<file path="src/rtl/inc_scheduler_pkg.sv">
// Shared constants and helpers for the inc_scheduler block.
//
// Contents:
//   Speed*     - structure selector values understood by Inc
//   wrap_next  - round-robin successor of an index in [0, n)
//
// The stage-record struct depends on the counter width and the index width.
// Both are per-instance parameters, so the struct is declared inside
// inc_scheduler, next to the localparams it is built from.
package inc_scheduler_pkg;

    localparam int unsigned SpeedSerial    = 0;
    localparam int unsigned SpeedBrentKung = 1;
    localparam int unsigned SpeedSklansky  = 2;

    function automatic int unsigned wrap_next(input int unsigned idx, input int unsigned n);
        return (idx + 1 >= n) ? 0 : idx + 1;
    endfunction

endpackage

</file>
<file path="src/rtl/inc.sv">
// Inc: parallel-prefix incrementer, Z = A + 1 (mod 2^width).
//
// Ports:
//   A   in   width   operand
//   Z   out  width   A + 1, wrapping
//   CO  out  1       carry out, high when A is all-ones
//
// The carry into bit i is the AND of A[i-1:0]. The prefix-AND network is
// selected by `speed`: ripple chain, Brent-Kung or Sklansky.
module Inc
    import inc_scheduler_pkg::*;
#(
    parameter int unsigned width = 8,
    parameter int unsigned speed = 1
) (
    input  logic [width-1:0] A,
    output logic [width-1:0] Z,
    output logic             CO
);

    localparam int W = int'(width);

    // p[i] ends up as &A[i:0]; every network below rewrites it in place.
    logic [width-1:0] p;

    always_comb begin
        p = A;
        if (speed == SpeedSerial) begin
            for (int i = 1; i < W; i++) begin
                p[i] = p[i] & p[i-1];
            end
        end else if (speed == SpeedSklansky) begin
            // At span s, bit i (with bit s set) joins the top of the lower half of
            // its 2s-block. That partner has bit s clear, so it is not rewritten
            // at this level.
            for (int s = 1; s < W; s = s * 2) begin
                for (int i = 0; i < W; i++) begin
                    if ((i & s) != 0) begin
                        p[i] = p[i] & p[(i & ~(2 * s - 1)) + s - 1];
                    end
                end
            end
        end else begin
            // Brent-Kung up-sweep builds the power-of-two block prefixes.
            for (int s = 1; s < W; s = s * 2) begin
                for (int i = 2 * s - 1; i < W; i += 2 * s) begin
                    p[i] = p[i] & p[i-s];
                end
            end
            // The down-sweep fills in the remaining positions. Spans too large to
            // matter fall out of the inner loop immediately.
            for (int s = W; s >= 1; s = s / 2) begin
                for (int i = 3 * s - 1; i < W; i += 2 * s) begin
                    p[i] = p[i] & p[i-s];
                end
            end
        end
    end

    assign Z  = A ^ {p[width-2:0], 1'b1};
    assign CO = p[width-1];

endmodule

</file>
<file path="src/rtl/inc_scheduler_rr_arbiter.sv">
// rr_arbiter: round-robin arbiter with an internal rotating pointer.
//
// Ports:
//   CLK    in   1      clock
//   RST    in   1      synchronous active-high reset; forces no grant, pointer to 0
//   req_i  in   nreq   request vector (already qualified by the caller)
//   gnt_o  out  nreq   one-hot grant, first request at or above the pointer
//   idx_o  out  IdxW   encoded grant index (0 when vld_o is low)
//   vld_o  out  1      a grant was issued this cycle
//
// After a grant to g the pointer moves to g+1 (wrapping). With no grant it holds.
module rr_arbiter
    import inc_scheduler_pkg::*;
#(
    parameter  int unsigned nreq = 4,
    localparam int unsigned IdxW = $clog2(nreq)
) (
    input  logic            CLK,
    input  logic            RST,
    input  logic [nreq-1:0] req_i,
    output logic [nreq-1:0] gnt_o,
    output logic [IdxW-1:0] idx_o,
    output logic            vld_o
);

    logic [IdxW-1:0] ptr_q, ptr_d;

    always_comb begin
        int unsigned j;
        j     = 0;
        gnt_o = '0;
        idx_o = '0;
        vld_o = 1'b0;
        // Scan from the pointer upwards, wrapping; keep the first hit.
        for (int unsigned off = 0; off < nreq; off++) begin
            j = 32'(ptr_q) + off;
            if (j >= nreq) begin
                j = j - nreq;
            end
            if (!vld_o && req_i[j] && !RST) begin
                vld_o    = 1'b1;
                gnt_o[j] = 1'b1;
                idx_o    = IdxW'(j);
            end
        end
        ptr_d = vld_o ? IdxW'(wrap_next(32'(idx_o), nreq)) : ptr_q;
    end

    always_ff @(posedge CLK) begin
        if (RST) begin
            ptr_q <= '0;
        end else begin
            ptr_q <= ptr_d;
        end
    end

endmodule

</file>
<file path="src/rtl/inc_scheduler.sv">
// inc_scheduler: shares one Inc among nreq event counters.
//
// Ports:
//   CLK   in   1            clock, rising edge
//   RST   in   1            synchronous active-high reset
//   REQ   in   nreq         increment request per counter, held until granted
//   CLR   in   nreq         synchronous clear per counter, beats REQ and writeback
//   GNT   out  nreq         one-hot grant (combinational); REQ&GNT accepts an increment
//   CNT   out  nreq*width   registered counters, counter i at CNT[i*width +: width]
//   OVF   out  nreq         sticky wrap flag per counter
//   BUSY  out  1            an increment is in stage 1 or stage 2
//
// Pipeline: a grant at edge t loads stage 1 with the index and the current
// value; Inc runs on stage 1 and its result is captured into stage 2 at t+1;
// stage 2 writes the counter bank at t+2. Operands are forwarded from stage 1
// (Inc output) and stage 2 so back-to-back grants to one counter count exactly.
module inc_scheduler
    import inc_scheduler_pkg::*;
#(
    parameter int unsigned width = 8,
    parameter int unsigned speed = 1,
    parameter int unsigned nreq  = 4
) (
    input  logic                  CLK,
    input  logic                  RST,
    input  logic [nreq-1:0]       REQ,
    input  logic [nreq-1:0]       CLR,
    output logic [nreq-1:0]       GNT,
    output logic [nreq*width-1:0] CNT,
    output logic [nreq-1:0]       OVF,
    output logic                  BUSY
);

    localparam int unsigned IDX_W = $clog2(nreq);

    // Stage 1 carries the operand; stage 2 reuses `op` for the Inc result.
    typedef struct packed {
        logic             vld;
        logic [IDX_W-1:0] idx;
        logic [width-1:0] op;
    } stage_t;

    stage_t s1_q, s1_d;
    stage_t s2_q, s2_d;
    logic   s2_wrap_q, s2_wrap_d;

    logic [nreq-1:0][width-1:0] cnt_q, cnt_d;
    logic [nreq-1:0]            ovf_q, ovf_d;

    logic [nreq-1:0]  eligible;
    logic [IDX_W-1:0] gnt_idx;
    logic             gnt_vld;
    logic [width-1:0] inc_z;
    logic             inc_co;
    logic             s1_live;
    logic             s2_live;

    assign eligible = REQ & ~CLR;

    rr_arbiter #(
        .nreq (nreq)
    ) u_arb (
        .CLK   (CLK),
        .RST   (RST),
        .req_i (eligible),
        .gnt_o (GNT),
        .idx_o (gnt_idx),
        .vld_o (gnt_vld)
    );

    Inc #(
        .width (width),
        .speed (speed)
    ) u_inc (
        .A  (s1_q.op),
        .Z  (inc_z),
        .CO (inc_co)
    );

    // An op survives the current edge only if its counter is not being cleared.
    assign s1_live = s1_q.vld & ~CLR[s1_q.idx];
    assign s2_live = s2_q.vld & ~CLR[s2_q.idx];

    always_comb begin
        s1_d     = '0;
        s1_d.vld = gnt_vld;
        s1_d.idx = gnt_idx;
        // Newest in-flight value for the granted counter wins.
        if (s1_live && s1_q.idx == gnt_idx) begin
            s1_d.op = inc_z;
        end else if (s2_live && s2_q.idx == gnt_idx) begin
            s1_d.op = s2_q.op;
        end else begin
            s1_d.op = cnt_q[gnt_idx];
        end

        s2_d.vld  = s1_live;
        s2_d.idx  = s1_q.idx;
        s2_d.op   = inc_z;
        s2_wrap_d = inc_co;

        cnt_d = cnt_q;
        ovf_d = ovf_q;
        if (s2_live) begin
            cnt_d[s2_q.idx] = s2_q.op;
            ovf_d[s2_q.idx] = ovf_q[s2_q.idx] | s2_wrap_q;
        end
        for (int i = 0; i < int'(nreq); i++) begin
            if (CLR[i]) begin
                cnt_d[i] = '0;
                ovf_d[i] = 1'b0;
            end
        end
    end

    always_ff @(posedge CLK) begin
        if (RST) begin
            s1_q      <= '0;
            s2_q      <= '0;
            s2_wrap_q <= 1'b0;
            cnt_q     <= '0;
            ovf_q     <= '0;
        end else begin
            s1_q      <= s1_d;
            s2_q      <= s2_d;
            s2_wrap_q <= s2_wrap_d;
            cnt_q     <= cnt_d;
            ovf_q     <= ovf_d;
        end
    end

    assign CNT  = cnt_q;
    assign OVF  = ovf_q;
    assign BUSY = s1_q.vld | s2_q.vld;

endmodule

</file>
<file path="config.mk">
export PLATFORM = sky130hd
export DESIGN_NAME = inc_scheduler
export DESIGN_NICKNAME = d
export VERILOG_FILES = /design/src/rtl/inc_scheduler_pkg.sv /design/src/rtl/inc.sv /design/src/rtl/inc_scheduler_rr_arbiter.sv /design/src/rtl/inc_scheduler.sv
export SDC_FILE = /design/constraint.sdc
export NUM_CORES = 1
export LEC_CHECK = 0
export ABC_AREA = 1
export CELL_PAD_IN_SITES_DETAIL_PLACEMENT = 1
export CELL_PAD_IN_SITES_GLOBAL_PLACEMENT = 1
export CORE_MARGIN = 3
export CORE_UTILIZATION = 38
export DETAILED_ROUTE_END_ITERATION = 8
export GPL_ROUTABILITY_DRIVEN = 0
export PLACE_DENSITY = 0.79
export SYNTH_ARGS = -nofsm -noshare
export SYNTH_HDL_FRONTEND = slang
export SYNTH_HIERARCHICAL = 1
export SYNTH_SLANG_ARGS = --single-unit
</file>
<file path="constraint.sdc">
create_clock -name CLK -period 4 [get_ports CLK]
set_clock_uncertainty 0.1 [all_clocks]
set_input_delay 0.4 -clock CLK [delete_from_list [all_inputs] [get_ports CLK]]
set_output_delay 0.4 -clock CLK [all_outputs]
set_load 0.01 [all_outputs]
</file>
---- Word level (Yosys, flattened, before mapping) ----
Index checks and enable logic that the tools add are counted.
storage, ports and cells
  register bits after elaboration ......... 61
  input port bits ......................... 10
  output and inout port bits .............. 41
  word-level logic and storage cells ...... 137
cells by class
  add/subtract/negate cells ............... 8
  magnitude comparators ................... 17
  equality and inequality tests ........... 2
  muxes and demuxes ....................... 49
  bitwise gates (word level) .............. 23
  reduce and logical (&&, ||, !) cells .... 22
operators with widths
  operator               number
  $ge 32x1->1 const B    4
  $lt 32x3->1 const B    4
  $mux 32                4
  $ge 32x3->1 const B    3
  $sub 32x3->32 const B  3
  $bwmux 32              1
  $mux 8                 4
  $bmux 8 s2             1
  $demux 8 s2            1
  $mux 1                 16
  $mux 4                 4
  $bmux 1 s2             7
  $logic_and 1x1->1      14
  $and 1x1->1            13
  $or 4x4->4             3
  $demux 1 s2            5
  $mux 2                 5
  $lt 2x3->1 const B     3
  $reduce_or 2->1        4
  $xor 8x8->8            1
  $add 2x1->3 const B    2
  $add 2x2->3 const B    2
  $and 4x4->4            1
  $bwmux 4               1
  other kinds (9)        15

---- Logic depth before layout (Yosys ltp) ----
  word-level depth ........................ 22
  depth in mapped cells ................... 21
  depth with buffers taken out ............ 20

---- Cells and area by module ----
The synthesis kept the hierarchy.
modules (own cells, without submodules)
  module         instances  cells each  area an instance (µm²)  sequential area each (µm²)
  inc_scheduler  1          416         2745.1                  1181.1
  rr_arbiter     1          86          533.0                   40.0
  Inc            1          17          127.6                   0.0

---- Least setup slack after synthesis ----
Ideal clock, no wire load.
  kind .................................... register to register
  from .................................... reg with a tool-made name
  to ...................................... reg s1_q[7] (netlist bit)
  library setup time ...................... 109 ps
  data arrival time ....................... 2637 ps
  required time ........................... 3791 ps
  path slack .............................. 1154 ps
  stages on the path, launching flop included .. 20
  buffers on the path ..................... 1
  clock period less this slack ............ 2846 ps
  cells stage by stage .................... dfxtp_1 > inv_2 > ha_1 > inv_1 > nand3_1 > nand3_1 > nand3_2 > clkinv_2 > nand2_1 > nand2_2 > nand2_1 > buf_2 > nand2_1 > nand2_1 > nor2_2 > nand3_1 > nand2_1 > nand3_1 > nand2_1 > inv_1
RTL lines
  what                  RTL line              RTL
  end signal, assigned  inc_scheduler.sv:118  s1_q <= '0;
  end signal, assigned  inc_scheduler.sv:124  s1_q <= s1_d;
  end, declared         inc_scheduler.sv:43   stage_t s1_q, s1_d;

---- Worst setup path in the final report ----
  from .................................... reg u_arb.ptr_q[1]
  to ...................................... out GNT[0]
between the ends
  cells in the longest elaborated chain, start to end .. 18
  elaborated cells on any way between the ends .. 63
  classes of those cells .................. add/sub: 7; order compare: 12; mux: 27; bitwise: 3; reduce/logical: 14
ends and longest elaborated chain
  what                                                                    RTL line                        RTL
  start, declared                                                         inc_scheduler_rr_arbiter.sv:26  logic [IdxW-1:0] ptr_q, ptr_d;
  start signal, assigned                                                  inc_scheduler_rr_arbiter.sv:53  ptr_q <= ptr_d;
  parallel branches: the longest is 17 deep, another holds $sub 32x3->32  -
  $mux 4 (*)                                                              inc_scheduler_rr_arbiter.sv:40  if (!vld_o && req_i[j] && !RST) begin
  end, declared                                                           inc_scheduler.sv:28             output logic [nreq-1:0] GNT,
Mark *: on every way between the ends. The select of a mux whose other input is x is not followed.

==> run metrics <==
outcome=finished clean; latest clock arrival within the worst-skew pair=0.34 ns; simple-gate portion of the synthesized area=0.3791; Min Hold Slack=0.3617 ns; Hold Buf Count CTS=0; measured slew at the worst slew-check pin=between 0.5 and 0.6 ns; hold crit path type=reg -> reg; postcts setup bufs=0; Ys Warns=6; setup violators final=0; area of the multi-input gates=around 1800 um2; Num CTS Buffers=9; row count=33; worst-path maximum fanout=8; maximum buffer depth of the clock tree=2; Final period util=0.8867; wire length per cell=around 16 um; flip-flop and latch area=1221 um2; final max-slew violation count=0; Rel. slew slack=0.6299; syn_area_per_cell=approximately 6.6 um2; Avg Vias per Cell=5.075; adder-cell share of the synthesized area=0.04041; Logic pwr share=0.495; switching power=1235 uW; Post-Syn Nets=540; H-tree depth=3; distinct cell type count after synthesis=29; Leak Pwr=0.002070 uW; fillers=between 1,000 and 1,500; fin area=4198 um2; count leader, synth=nand2_1; Final #Nets=~600; Synth Area in Compound Gates=0.09993; DRT iter0 DRCs=146; max_cap viols=0; RSZ-0062 raised after global routing=false; Tmin final=between 3 and 4 ns; Yosys top cell area share=0.3586; Power Internal=1411 uW; sequential-to-total area share from yosys stat=0.3586; ys flop type=dfxtp_1; R2R cell count=19; CP endpoint kind=output pin; Core ar.=8464 um2; clock slew at reported path FFs=0.07 ns; clock root cell=clkbuf_8; worst path arrival time=3.05 ns; final core occ=0.4959; Clock power frac=0.210; post-route ant nets=0; Synth Area in XOR/XNOR=0.007715; Post-synth EDFFs=0; GR Util All Layers=0.2214; worst setup path category=reg -> out; area delta synth->final=23.26%; cell taking the most area after synthesis=dfxtp_1; Cell Pwr Density=630.3 nW/um2; Die Width=100.7 um; Synth async-reset ratio=0; sw frac=0.4666; first drt pass iteration count=4; Seq cells post-synth=61; placed wire-length estimate=8261 um; dominant cells by area after synthesis=dfxtp_1, nand2_1, nor2_1, inv_1, nand3_1; GRT overflow=0; Port Buffer Count=50; commonest cells in the netlist=nand2_1, nor2_1, inv_1, dfxtp_1, nand3_1; vias in the first global route=3,538; Final TNS setup=0 ns; CTS Sinks=61; TritonCTS clock tree=built; ANT cells=0; die area=approximately 10,000 um2; crit path launch type=flop; I/O pins=51; DRT Wirelength=10,800 um; largest family of logic cells by synthesized area=simple AND/OR/NAND/NOR gates; Peak supply drop=0.0002719 V; fmax=281.9 MHz; Final Non-Filler Cells=approximately 680; Post-Synthesis Cells=519; pin count of the biggest net entering global routing=29; initial antenna violation count=0; flop-to-flop setup slack=approximately 0.56 ns; worst path required time=approximately 3.5 ns; wire length of the first global-routing pass=17,550 um; DR vias=3,466; Hold Fails Final Rpt=0; share of power burned in registers=0.295; DRC Markers=0; hold-critical path depth=2; fraction of layout instances using a drive strength above 1=0.1125; DP Area=4008 um2; Placed Cells=between 600 and 700; post-CTS sizing=0; synthesized area=approximately 3400 um2; die height=100.7 um; starting density of the core=0.4024; mux cell area share after synthesis=0
path summary, 6_finish.rpt:
path,startpoint,to
worst max register to register,u_arb/ptr_q[1],s1_q[5]
worst max-delay path,u_arb/ptr_q[1],GNT[0]
worst min-delay path,s1_q[10],s2_q[10]
worst min register to register,s1_q[10],s2_q[10]
power by group through the flow:
stage	logic (uW)	clock network (uW)	registers, uW
final	1310	557	780
after global routing	1470	597	787
after CTS	1310	571	778
after detailed placement	1290	0	790
after global placement	1250	0	788
after floorplan	893	0	762
layer usage:
| metal | global-route usage | routed length, um | vias up |
|---|---|---|---|
| li1 | - | - | 1719 |
| met1 | 0.2788 | 4931 | 1652 |
| met2 | 0.3787 | 5206 | 73 |
| met3 | 0.03806 | 420 | 22 |
| met4 | 0.07876 | 246 | 0 |
| met5 | 0 | 0 | - |
through the flow:
stage               total power, uW  setup WS [ns]
floorplan                      1655          1.154
global placement               2040         0.7308
detailed placement             2084         0.5670
CTS                            2660         0.4257
global route                   2853         0.1942
finish                         2646         0.4532
final cells by class:
type,count,share of cell area
clock buffers,11,0.03368
multi-input cells,363,0.4277
well taps,105,0.03130
clock inverters,4,0.01162
inverters,84,0.07660
repair buffers,55,0.1282
flip-flops and latches,61,0.2909
sequential cells by signal, indices dropped and copies added, names as in the netlist, named ones only:
signal and count:
CNT 32, s1_q 11, s2_q 11, OVF 4, s2_wrap_q 1, u_arb/ptr_q 1
layout by cell type (no fill, tap or decap), types with 4 or more instances in the layout:
cell type          n
nand3_1           37
dfxtp_1           61
nand2_1          123
inv_2              8
clkbuf_8          10
a21oi_1           30
inv_1             73
nand4_1            8
o21ai_0           26
nand2_2           15
buf_4              5
nor2_1            81
nor2_2             7
nand3_2            4
ha_1              11
nand2_4            4
clkdlybuf4s50_1   50
cells by family (layout without fill, tap and decap cells):
family	Yosys count	after routing
buffers and inverters	95	154
adders and majority gates	11	11
xor gates and xnor gates	3	3
DFF	61	61
and+or+nand+nor	285	285
AOI/OAI and AO/OA	64	64
worst max-delay path, stage by stage (launching register included):
cell and delay [ns]:
dfxtp_1 0.51, inv_1 0.21, ha_1 0.38, inv_1 0.11, nand3_1 0.10, nand3_1 0.16
nand2_2 0.09, nor2_4 0.11, inv_2 0.08, nor2_1 0.13, inv_1 0.09, o221ai_1 0.16
clkdlybuf4s50_1 0.58
(Power assumes the default switching activity.)
